`config.mk`:
```
export PLATFORM = sky130hd
export DESIGN_NAME = instr_sequencer_flat
export DESIGN_NICKNAME = d
export VERILOG_FILES = /design/src/rtl/instr_sequencer_if.sv /design/src/rtl/instr_sequencer.sv /design/src/flat_wrapper.sv
export SDC_FILE = /design/constraint.sdc
export NUM_CORES = 1
export LEC_CHECK = 0
export ABC_AREA = 1
export CORE_MARGIN = 2
export CORE_UTILIZATION = 45
export DETAILED_ROUTE_END_ITERATION = 16
export GPL_ROUTABILITY_DRIVEN = 0
export SETUP_SLACK_MARGIN = 0.02
export SLEW_MARGIN = 20
export SYNTH_ARGS = -nofsm -noshare
export SYNTH_HDL_FRONTEND = slang
export SYNTH_SLANG_ARGS = --single-unit
```
`constraint.sdc`:
```
create_clock -name clk -period 3.18 [get_ports clk]
set_input_delay 0.795 -clock clk [delete_from_list [all_inputs] [get_ports clk]]
set_output_delay 0.795 -clock clk [all_outputs]
set_load 0.02 [all_outputs]
```
`src/rtl/instr_sequencer_if.sv`:
```
// Program-load and instruction-issue signals between the sequencer and its
// driver (program loader plus control circuit).
interface instr_sequencer_if #(
   parameter int INSTR_WIDTH = 11,
   parameter int ADDR_WIDTH  = 4
);
   logic                   prog_we;
   logic [ADDR_WIDTH-1:0]  prog_addr;
   logic [INSTR_WIDTH-1:0] prog_data;
   logic [ADDR_WIDTH:0]    prog_len;
   logic                   start;
   logic                   Done;
   logic [INSTR_WIDTH-1:0] INSTRUCTION;
   logic [ADDR_WIDTH-1:0]  pc;
   logic                   busy;
   logic                   finished;
   logic                   error;

   modport master (
      output prog_we, prog_addr, prog_data, prog_len, start, Done,
      input  INSTRUCTION, pc, busy, finished, error
   );

   modport slave (
      input  prog_we, prog_addr, prog_data, prog_len, start, Done,
      output INSTRUCTION, pc, busy, finished, error
   );
endinterface

```
`src/rtl/instr_sequencer.sv`:
```
// Loadable program store that issues one instruction word at a time to the
// control circuit, advancing on Done, with a watchdog for a stalled controller.
module instr_sequencer #(
   parameter int         INSTR_WIDTH = 11,
   parameter int         ADDR_WIDTH  = 4,
   parameter logic [2:0] LD_OPC      = 3'b000,
   parameter int         TIMEOUT     = 64
) (
   input logic               clk,
   input logic               reset,
   instr_sequencer_if.slave  bus
);
   localparam int DEPTH = 1 << ADDR_WIDTH;
   localparam int WD_W  = $clog2(TIMEOUT) + 1;
   localparam logic [WD_W-1:0] WD_LAST = WD_W'(TIMEOUT - 1);
   localparam logic [WD_W-1:0] WD_ONE  = WD_W'(1);

   localparam logic [2:0] S_IDLE   = 3'd0;
   localparam logic [2:0] S_ISSUE  = 3'd1;
   localparam logic [2:0] S_WAIT   = 3'd2;
   localparam logic [2:0] S_FINISH = 3'd3;
   localparam logic [2:0] S_ERROR  = 3'd4;

   logic [INSTR_WIDTH-1:0] mem [DEPTH];
   logic [2:0]             state;
   logic [INSTR_WIDTH-1:0] instr;
   logic [ADDR_WIDTH-1:0]  pc;
   logic [ADDR_WIDTH:0]    len;
   logic [WD_W-1:0]        wdog;
   logic                   err;

   logic                   is_busy;
   logic                   is_load;
   logic                   last;
   logic [ADDR_WIDTH:0]    pc_inc;
   logic [ADDR_WIDTH-1:0]  pc_nxt;
   logic [INSTR_WIDTH-1:0] mem0;

   assign is_busy = (state == S_ISSUE) || (state == S_WAIT);
   assign pc_inc  = {1'b0, pc} + {{ADDR_WIDTH{1'b0}}, 1'b1};
   assign pc_nxt  = pc_inc[ADDR_WIDTH-1:0];
   assign last    = (pc_inc == len);
   assign is_load = (instr[INSTR_WIDTH-1 -: 3] == LD_OPC);
   // A write to word 0 in the start cycle must be visible on the first issue.
   assign mem0    = (bus.prog_we && bus.prog_addr == '0) ? bus.prog_data : mem[0];

   always_ff @(posedge clk) begin
      if (bus.prog_we && !is_busy)
         mem[bus.prog_addr] <= bus.prog_data;
   end

   always_ff @(posedge clk) begin
      if (reset) begin
         state <= S_IDLE;
         instr <= '0;
         pc    <= '0;
         len   <= '0;
         wdog  <= '0;
         err   <= 1'b0;
      end else begin
         case (state)
            S_IDLE, S_ERROR: begin
               if (bus.start) begin
                  err  <= 1'b0;
                  len  <= bus.prog_len;
                  pc   <= '0;
                  wdog <= '0;
                  if (bus.prog_len != '0) begin
                     instr <= mem0;
                     state <= S_ISSUE;
                  end else begin
                     instr <= '0;
                     state <= S_FINISH;
                  end
               end
            end
            S_ISSUE: begin
               wdog <= '0;
               if (!is_load) begin
                  state <= S_WAIT;
               end else if (!last) begin
                  // Load: swap the opcode for its immediate word.
                  pc    <= pc_nxt;
                  instr <= mem[pc_nxt];
                  state <= S_WAIT;
               end else begin
                  pc    <= '0;
                  instr <= '0;
                  err   <= 1'b1;
                  state <= S_ERROR;
               end
            end
            S_WAIT: begin
               if (bus.Done) begin
                  if (last) begin
                     pc    <= '0;
                     instr <= '0;
                     state <= S_FINISH;
                  end else begin
                     pc    <= pc_nxt;
                     instr <= mem[pc_nxt];
                     wdog  <= '0;
                     state <= S_ISSUE;
                  end
               end else if (wdog == WD_LAST) begin
                  pc    <= '0;
                  instr <= '0;
                  err   <= 1'b1;
                  state <= S_ERROR;
               end else begin
                  wdog <= wdog + WD_ONE;
               end
            end
            S_FINISH: state <= S_IDLE;
            default:  state <= S_IDLE;
         endcase
      end
   end

   assign bus.INSTRUCTION = instr;
   assign bus.pc          = pc;
   assign bus.busy        = is_busy;
   assign bus.finished    = (state == S_FINISH);
   assign bus.error       = err;
endmodule

```
`src/flat_wrapper.sv`:
```
// flat-port wrapper written by rule: the top's interface ports become plain ports
module instr_sequencer_flat 
#(
   parameter int         INSTR_WIDTH = 11,
   parameter int         ADDR_WIDTH  = 4,
   parameter logic [2:0] LD_OPC      = 3'b000,
   parameter int         TIMEOUT     = 64
)
  (clk, reset, bus_prog_we, bus_prog_addr, bus_prog_data, bus_prog_len, bus_start, bus_Done, bus_INSTRUCTION, bus_pc, bus_busy, bus_finished, bus_error);
  instr_sequencer_if #(.INSTR_WIDTH(INSTR_WIDTH), .ADDR_WIDTH(ADDR_WIDTH)) bus_i ();
  input logic clk;
  input logic reset;
  input wire logic [$bits(bus_i.prog_we)-1:0] bus_prog_we;
  input wire logic [$bits(bus_i.prog_addr)-1:0] bus_prog_addr;
  input wire logic [$bits(bus_i.prog_data)-1:0] bus_prog_data;
  input wire logic [$bits(bus_i.prog_len)-1:0] bus_prog_len;
  input wire logic [$bits(bus_i.start)-1:0] bus_start;
  input wire logic [$bits(bus_i.Done)-1:0] bus_Done;
  output wire logic [$bits(bus_i.INSTRUCTION)-1:0] bus_INSTRUCTION;
  output wire logic [$bits(bus_i.pc)-1:0] bus_pc;
  output wire logic [$bits(bus_i.busy)-1:0] bus_busy;
  output wire logic [$bits(bus_i.finished)-1:0] bus_finished;
  output wire logic [$bits(bus_i.error)-1:0] bus_error;
  assign bus_i.prog_we = bus_prog_we;
  assign bus_i.prog_addr = bus_prog_addr;
  assign bus_i.prog_data = bus_prog_data;
  assign bus_i.prog_len = bus_prog_len;
  assign bus_i.start = bus_start;
  assign bus_i.Done = bus_Done;
  assign bus_INSTRUCTION = bus_i.INSTRUCTION;
  assign bus_pc = bus_i.pc;
  assign bus_busy = bus_i.busy;
  assign bus_finished = bus_i.finished;
  assign bus_error = bus_i.error;
  instr_sequencer #(.INSTR_WIDTH(INSTR_WIDTH), .ADDR_WIDTH(ADDR_WIDTH), .LD_OPC(LD_OPC), .TIMEOUT(TIMEOUT)) u_core (.clk(clk), .reset(reset), .bus(bus_i));
endmodule
```
Word level (Yosys, flattened, before mapping). Memory sizes are Yosys's and may differ from the RTL's. Cells that the tools add are included. W data, S select, Z words.

Bits in registers: 31. Memory bits (writable): 176. Output and inout bits: 18. Word-level logic and storage cells: 73. Memories: 1.

Add/subtract/negate cells: 2. Equal/unequal tests: 14. Muxes and demuxes: 35. Reduce and logical (&&, ||, !) cells: 15.

Memory list: u_core.mem (depth 16, bits a word 11, rd ports 2, clocked after memory_dff 0, write ports 1, RTL line instr_sequencer.sv:24) `logic [INSTR_WIDTH-1:0] mem [DEPTH];`.

Operators with widths (number): $mux W11 (7); $pmux W11 S3 (1); $mux W7 (4); $pmux W7 S3 (1); $mux W4 (5); $mux W3 (5); $pmux W4 S3 (1); $ne A3 B3 Y1 const B (3); $pmux W3 S3 (1); $reduce_and A4 Y1 (2); $add A7 B1 Y7 const B (1); $eq A7 B6 Y1 const B (1); $mux W1 (7); $eq A3 B2 Y1 const B (2); $logic_not A3 Y1 (2); $ne A2 B2 Y1 const B (3); $reduce_and A6 Y1 (1); $add A4 B1 Y5 const B (1); $eq A5 B5 Y1 (1); $reduce_bool A5 Y1 (1); $logic_not A4 Y1 (1); $mux W2 (2); $ne A2 B1 Y1 const B (2); $reduce_and A2 Y1 (2); other kinds (8) (9).

Logic depth before layout (Yosys ltp). Gate-level depths: netlist (run 1).

Depth after elaboration: 6. Gate-level depth with buffers: 13.

Least setup slack after synthesis (run 1). OpenSTA, ideal clock, no wires.

Path kind: input to register. From: input bus_prog_addr[3]. To: memory u_core.mem[0][0], enable pin. Library setup time: 0.378 ns. Arrival: 1.767 ns. Slack: 1.035 ns. Cell stages on the path: 4. Path buffers: 1. Cells stage by stage: nor2_1 nand3_1 clkbuf_1 nor2_1.

RTL lines: start: declaration (RTL line flat_wrapper.sv:14) `input wire logic [$bits(bus_i.prog_addr)-1:0] bus_prog_addr;`; end: declaration (RTL line instr_sequencer.sv:24).

No word-level cell before the write port.

Worst setup path after layout (run 1).
From: register u_core.state[2]. To: output bus_busy.

Cells in the longest elaborated chain, start to end: 2. Elaborated cells between the ends (all ways): 3. Those cells by class: eq/ne: 2; reduce/logical: 1.

Ends and longest elaborated chain: start: declaration (RTL line instr_sequencer.sv:25) `logic [2:0] state;`; start signal: assignment (RTL line instr_sequencer.sv:54) `state <= S_IDLE;`; start signal: assignment (RTL line instr_sequencer.sv:70) `state <= S_ISSUE;`; start signal: assignment (RTL line instr_sequencer.sv:73) `state <= S_FINISH;`; $eq A3 B1 Y1 or $eq A3 B2 Y1 (tied branches) (RTL line instr_sequencer.sv:39) `assign is_busy = (state == S_ISSUE) || (state == S_WAIT);`; $logic_or A1 B1 Y1 (*) (RTL line instr_sequencer.sv:39); end: declaration (RTL line flat_wrapper.sv:21) `output wire logic [$bits(bus_i.busy)-1:0] bus_busy;`.

Every way passes the cells marked *; elsewhere a longest branch is shown, timed or not.

==> parameters.txt, run 1 <==
Parameter                              Value

Yosys
  Async SR Flop Fraction ... 0
  Post-synthesis adder-cell area fraction ... 0.002800
  Post-synth top area share ... 0.5914
  Yosys synthesis warning count ... 0
  Multiplexer share of the synthesized area ... 0
  Share of synthesized area occupied by flip-flops and latches ... 0.6609
  Most frequent cell after synthesis ... nand2_1
  Post-synthesis instance area ... roughly 9000 sq um
  Synthesized netlist net count ... 875
  Compound-gate portion of the synthesized area ... 0.07729
  Largest area contributor in the synthesized netlist ... edfxtp_1
  Dominant combinational cell family by area after synthesis ... simple AND/OR/NAND/NOR gates
  Commonest cells in the synthesized netlist ... nand2_1 (203), edfxtp_1 (176), nand3_1 (101)
  Most area-consuming cells after synthesis ... edfxtp_1 (59%), nand2_1 (8.5%), dfxtp_1 (6.9%), nand3_1 (5.7%), a21oi_1 (3.5%)
  Synth Instances ... between 800 and 900
  Xor/xnor cell area share of the yosys netlist ... 0.003920
  Synthesized area per cell ... around 11 sq um
  Count of distinct cell types in the synthesized netlist ... 38
  Prevailing post-synth register cell ... edfxtp_1
  Post-synthesis share of cell area spent on and, or, nand and nor gates ... 0.2043
  EDFF count, synth ... ~180
  Flip-flop and latch count after synthesis ... 207

Run
  Max capacitance violation total ... 0

Cells and area
  Area delta synth->final ... 17.29%
  Utilization after layout ... 0.5385
  Inserted Diodes ... 0
  Final instance area ... 10480 sq um
  Fraction of final layout cells with drive strength greater than 1 ... 0.1161
  # nets final ... 940

Placed design
  Detailed placement HPWL ... between 10000 and 15000 um
  DP Worst Slack ... between 600 and 700 ps
  Area after DPL ... 9754 sq um
  Number of port buffers ... 42

Hold path
  Worst Hold Depth ... 2
  Tightest Hold Check Type ... flop to flop

Critical path
  Required @ worst endpoint ... between 2000 and 2500 ps
  Sort of element at the end of the critical path ... output port
  Data arrival time of the critical path ... ~1900 ps
  Maximum fanout encountered on the critical timing path ... 5
  Critical Path Start Type ... flop
  Crit Path Class ... flop to output port
  Cell depth of the worst flop-to-flop path ... 11

GRT
  Number of antenna violations at the first check in global routing ... 0
  Pin count of the biggest net entering global routing ... 100
  Wire length of the first global-routing pass ... between 30000 and 40000 um
  Number of global-route vias before repair ... between 6000 and 7000
  Combined global-route utilization of all metal layers ... 0.2074
  Remaining Overflow, GRT ... 0

STA
  Fin crit share ... 0.8471
  Minimum period implied by the final worst setup slack ... 2694 ps
  Count of final max-slew check failures ... 0
  RSZ-0062 raised after global routing ... no
  Min setup slack post-route ... slightly below 500 ps
  # setup viols final ... 0
  Peak Freq ... 371.2 MHz
  Post-route clock skew ... 12.68 ps
  Transition time of the tightest slew-check pin ... approximately 1100 ps
  Worst slew margin relative to its limit ... 0.2877
  Setup TNS ... 0 ps
  Hold Violations, Final ... 0

Routing
  Drt pass-1 iters ... 5
  Number of design rule violations left after detail routing ... 0
  Violation count after the first detailed-routing iteration ... around 470
  Average wire per cell in the routed design ... approximately 18 um
  Via density ... roughly 5.3
  Vias after detailed routing ... ~6300
  Post-detailed-routing wire length ... 21950 um
  Final antenna-violating net count ... 0

Power
  Total power density per cell area ... between 600 and 700 nW/um^2
  PnR Total Power ... roughly 6.9 mW
  Static Leakage ... 3.827 nW
  Peak supply drop ... between 0.4 and 0.5 mV

Clocking
  Number of buffers created by CTS ... 23
  CTS Sinks ... a little over 200
  Setup Fix Bufs, Post-CTS ... 0
  Clock-pin slew on the worst setup and hold paths ... about 60 ps
  Post-cts repair resize count ... 0
  Clock latency reported for the late side of the worst-skew pair ... about 510 ps
  CTS tree ... yes
  Total of hold buffers inserted after clock tree synthesis ... 0
  H-tree depth ... 1
  CTS root buffer ... clkbuf_16
  Max Buffers Root-to-Sink ... 3

Floorplan
  Die width ... 144.9 um
  Die Height ... 144.9 um
  Num ports ... 43
  Floorplan die area ... between 20000 and 25000 sq um
  Starting density of the core ... 0.4591
  Standard-cell row count ... slightly above 50
  Floorplan Core Area ... between 15000 and 20000 sq um

Status
  Result of the run ... complete, no violations
-- cells in the final DEF (no fill, tap or decap), types with 23 or more instances in the layout --
master	synthesis	layout
nand2_1	203	203
o21ai_0	28	28
edfxtp_1	176	176
clkdlybuf4s50_1	0	42
nor2_1	76	76
inv_1	41	41
dfxtp_1	31	30
a21oi_1	62	62
nand3_1	101	101
buf_4	3	42
clkbuf_16	0	23
-- logic make-up (layout without fill, tap and decap cells) --
family                     count (synthesis)  in the layout
xor gates and xnor gates                   4              4
buffers and inverters                     92            174
AOI/OAI and AO/OA                        128            128
adders and majority gates                  2              2
and+or+nand+nor                          415            415
DFF                                      207            207
-- worst paths after layout --
path	from	end	slack [ps]
worst max-delay path	u_core.state[2]	bus_busy	490
worst min-delay path	u_core.wdog[5]	u_core.wdog[5]	470
worst max register to register	u_core.bus.pc[1]	u_core.bus.INSTRUCTION[7]	870
worst min register to register	u_core.wdog[5]	u_core.wdog[5]	470
-- power by group --
part           total, mW  switching [mW]  leakage (nW)  internal, mW
Sequential          3.11          0.0614          1.84          3.05
Clock               2.55            1.06         0.339          1.50
Combinational       1.28           0.851          1.64         0.430
-- metal layers --
metal  global-route usage  part of all wire  vias up
met5                    0                 0        -
met4              0.05248             0.024        0
met3              0.03459             0.057       34
met2               0.3310              0.47      187
met1               0.2979              0.45     3035
li1                     -                 -     3076
-- per-stage QoR --
| step | std cells | hold WS, ps |
|---|---|---|
| finish | 1195 | 466.8 |
| global route | 1195 | 492.5 |
| CTS | 1195 | 469.3 |
| detailed placement | 1153 | 461.3 |
| global placement | 1153 | 454.1 |
| floorplan | 848 | 443.1 |
-- registers in the layout, indices dropped and copies added (netlist names) --
name	flops
u_core.mem	176
u_core.bus.INSTRUCTION	11
u_core.wdog	7
u_core.len	5
u_core.bus.pc	4
u_core.state	3
u_core.bus.error	1
-- critical path, stage by stage, from the launching register on --
cell             delay (ps)
dfxtp_1                 330
inv_1                   130
nand3_2                 150
nand2_4                 170
clkdlybuf4s50_1         620
-- layout make-up --
class                   count  area, sq um
inverters                  47        178.9
well taps                 265        331.6
flip-flops and latches    207         5909
fillers                  1766         8981
clock buffers              28        594.3
repair buffers             85        755.7
multi-input cells         549         2579
clock inverters            14        132.6
No activity file was read; power rests on OpenSTA's default activity.
==> inputs of run 2 (changes only) <==
==> constraint.sdc (replaced) <==
create_clock -name clk -period 2.5 [get_ports clk]
set_input_delay 0.625 -clock clk [delete_from_list [all_inputs] [get_ports clk]]
set_output_delay 0.625 -clock clk [all_outputs]
set_load 0.02 [all_outputs]
==> parameters.txt, run 2 (synthesis results as in run 1) <==
Parameter                              Value

Cells and area
  Flip-flop count of the largest register after layout ... 176 (unchanged)
  Fraction of final layout cells with drive strength greater than 1 ... 0.1151 (-0.001075)
  # nets final ... 943 (+0.32%)
  Commonest non-fill, non-tap cell in the layout ... nand2_1
  Area delta synth->final ... 17.63%
  Inserted Diodes ... 0 (unchanged)
  Register bank with the most flops ... u_core.mem
  Highest-count cells in the layout ignoring fill and taps ... nand2_1 (203), edfxtp_1 (176), nand3_1 (101)
  Fill cell total of the finished layout ... 1698 (-3.9%)
  Final non-filler cell total ... 1195 (unchanged)

Clocking
  Number of buffers created by CTS ... 23 (unchanged)
  Total of hold buffers inserted after clock tree synthesis ... 0 (unchanged)
  Clock latency reported for the late side of the worst-skew pair ... 510 ps (about the same)
  H-tree depth ... 1 (unchanged)
  Max Buffers Root-to-Sink ... 3 (unchanged)
  CTS root buffer ... clkbuf_16
  Setup Fix Bufs, Post-CTS ... 0 (unchanged)
  CTS tree ... yes
  Clock-pin slew on the worst setup and hold paths ... 60 ps (about the same)
  CTS Sinks ... 207 (unchanged)

Routing
  Final antenna-violating net count ... 0 (unchanged)
  Post-detailed-routing wire length ... 21850 um (-0.46%)
  Via density ... 5.271 (-0.52%)
  Number of design rule violations left after detail routing ... 0 (unchanged)
  Average wire per cell in the routed design ... 18.29 um (-0.46%)
  Violation count after the first detailed-routing iteration ... 457 (-3.4%)
  Drt pass-1 iters ... 5 (unchanged)
  Vias after detailed routing ... 6299 (-0.52%)

STA
  Setup TNS ... 0 ps (unchanged)
  Post-route clock skew ... 12.00 ps (-0.6796 ps)
  RSZ-0062 raised after global routing ... no
  Count of final max-slew check failures ... 0 (unchanged)
  Final hold slack ... 467.5 ps (+0.6530 ps)
  Peak Freq ... approximately 420 MHz
  Minimum period implied by the final worst setup slack ... 2388 ps
  # setup viols final ... 0 (unchanged)
  Worst slew margin relative to its limit ... 0.6460 (+0.3583)
  Fin crit share ... 0.9553
  Hold Violations, Final ... 0 (unchanged)
  Transition time of the tightest slew-check pin ... 529.3 ps (-539.2 ps)

GRT
  Number of antenna violations at the first check in global routing ... 0 (unchanged)
  Pin count of the biggest net entering global routing ... 82 (-18%)
  Remaining Overflow, GRT ... 0 (unchanged)
  Number of global-route vias before repair ... 6046 (+0.60%)
  Wire length of the first global-routing pass ... 34210 um (+0.41%)
  Combined global-route utilization of all metal layers ... 0.2080 (+0.0005404)

Power
  Total power density per cell area ... 833.9 nW/um^2 (+26%)
  Peak supply drop ... 0.4685 mV (-0.35%)
  Static Leakage ... 3.859 nW (+0.83%)

Hold path
  Tightest Hold Check Type ... flop to flop

Floorplan
  Starting density of the core ... 0.4591 (unchanged)
  Floorplan Core Area ... 19460 sq um (unchanged)
  Standard-cell row count ... 51 (unchanged)
  Floorplan die area ... 21000 sq um (unchanged)
  Num ports ... 43 (unchanged)
  Die width ... 144.9 um (unchanged)
  Die Height ... 144.9 um (unchanged)

Critical path
  Worst-path cell chain ... inv_1, nor3_1, clkdlybuf4s50_1
  Critical-path top delay cell ... clkdlybuf4s50_1
  Data arrival time of the critical path ... 1760 ps (-140 ps)
  Delay of the slowest cell on the worst path ... 630 ps (about the same)
  Sort of element at the end of the critical path ... output port
  Crit Path Class ... flop to output port
  Maximum fanout encountered on the critical timing path ... 3 (-2)
  Required @ worst endpoint ... 1880 ps (-500 ps)
  Critical Path Start Type ... flop

Placed design
  Number of port buffers ... 42 (unchanged)
  Detailed placement HPWL ... 14460 um (+0.99%)
  DP Cell Count ... 1156 (+0.26%)

Run
  Max capacitance violation total ... 0 (unchanged)

Status
  Result of the run ... complete, no violations
[run 2: worst paths after layout]
check	start	endpoint	slack, ps	depth (start not counted)
max reg2reg	u_core.bus.pc[1]	u_core.bus.INSTRUCTION[8]	370	13
min	u_core.wdog[6]	u_core.wdog[6]	470	2
min reg2reg	u_core.wdog[6]	u_core.wdog[6]	470	2
max	u_core.state[1]	bus_finished	110	3
[run 2: metal layers]
layer	track usage	share of wire
met1	0.2934	0.45
met2	0.3405	0.47
met3	0.03459	0.062
met4	0.04653	0.017
met5	0	0
[run 2: layout make-up]
| class | count | area, sq um | share of cell area |
|---|---|---|---|
| clock buffers | 28 | 594.3 | 0.05654 |
| multi-input cells | 549 | 2579 | 0.2453 |
| repair buffers | 88 | 814.5 | 0.07749 |
| clock inverters | 11 | 103.9 | 0.009880 |
| well taps | 265 | 331.6 | 0.03154 |
| flip-flops and latches | 207 | 5909 | 0.5622 |
| inverters | 47 | 178.9 | 0.01702 |
[run 2: through the flow]
stage,util,power [mW],setup WS [ps],instance area [sq um]
after floorplan,-,5.140,524.9,8936
after global placement,0.5043,5.663,234.9,9814
after detailed placement,0.5043,5.676,199.5,9814
after CTS,0.5401,8.835,78.42,10510
after global routing,0.5401,9.142,42.16,10510
final,0.5401,8.766,111.8,10510
[run 2: critical path, delay by kind of cell, from the launching register on]
kind          cells  cell delay (ps)
buf+inv           2              720
flops             1              400
simple gates      1              150
[run 2: power by group]
part / total (mW) / switching, mW / internal [mW]
logic: 1.63 / 1.06 / 0.573
clock network: 3.17 / 1.29 / 1.88
registers: 3.96 / 0.0826 / 3.88
total: 8.77 / 2.43 / 6.33
[run 2: what timing repair did]
item | CTS | global route
gates resized for setup | 1 | 0
hold endpoints to repair | 0 | 0
endpoints found under the setup margin | 1 | 0
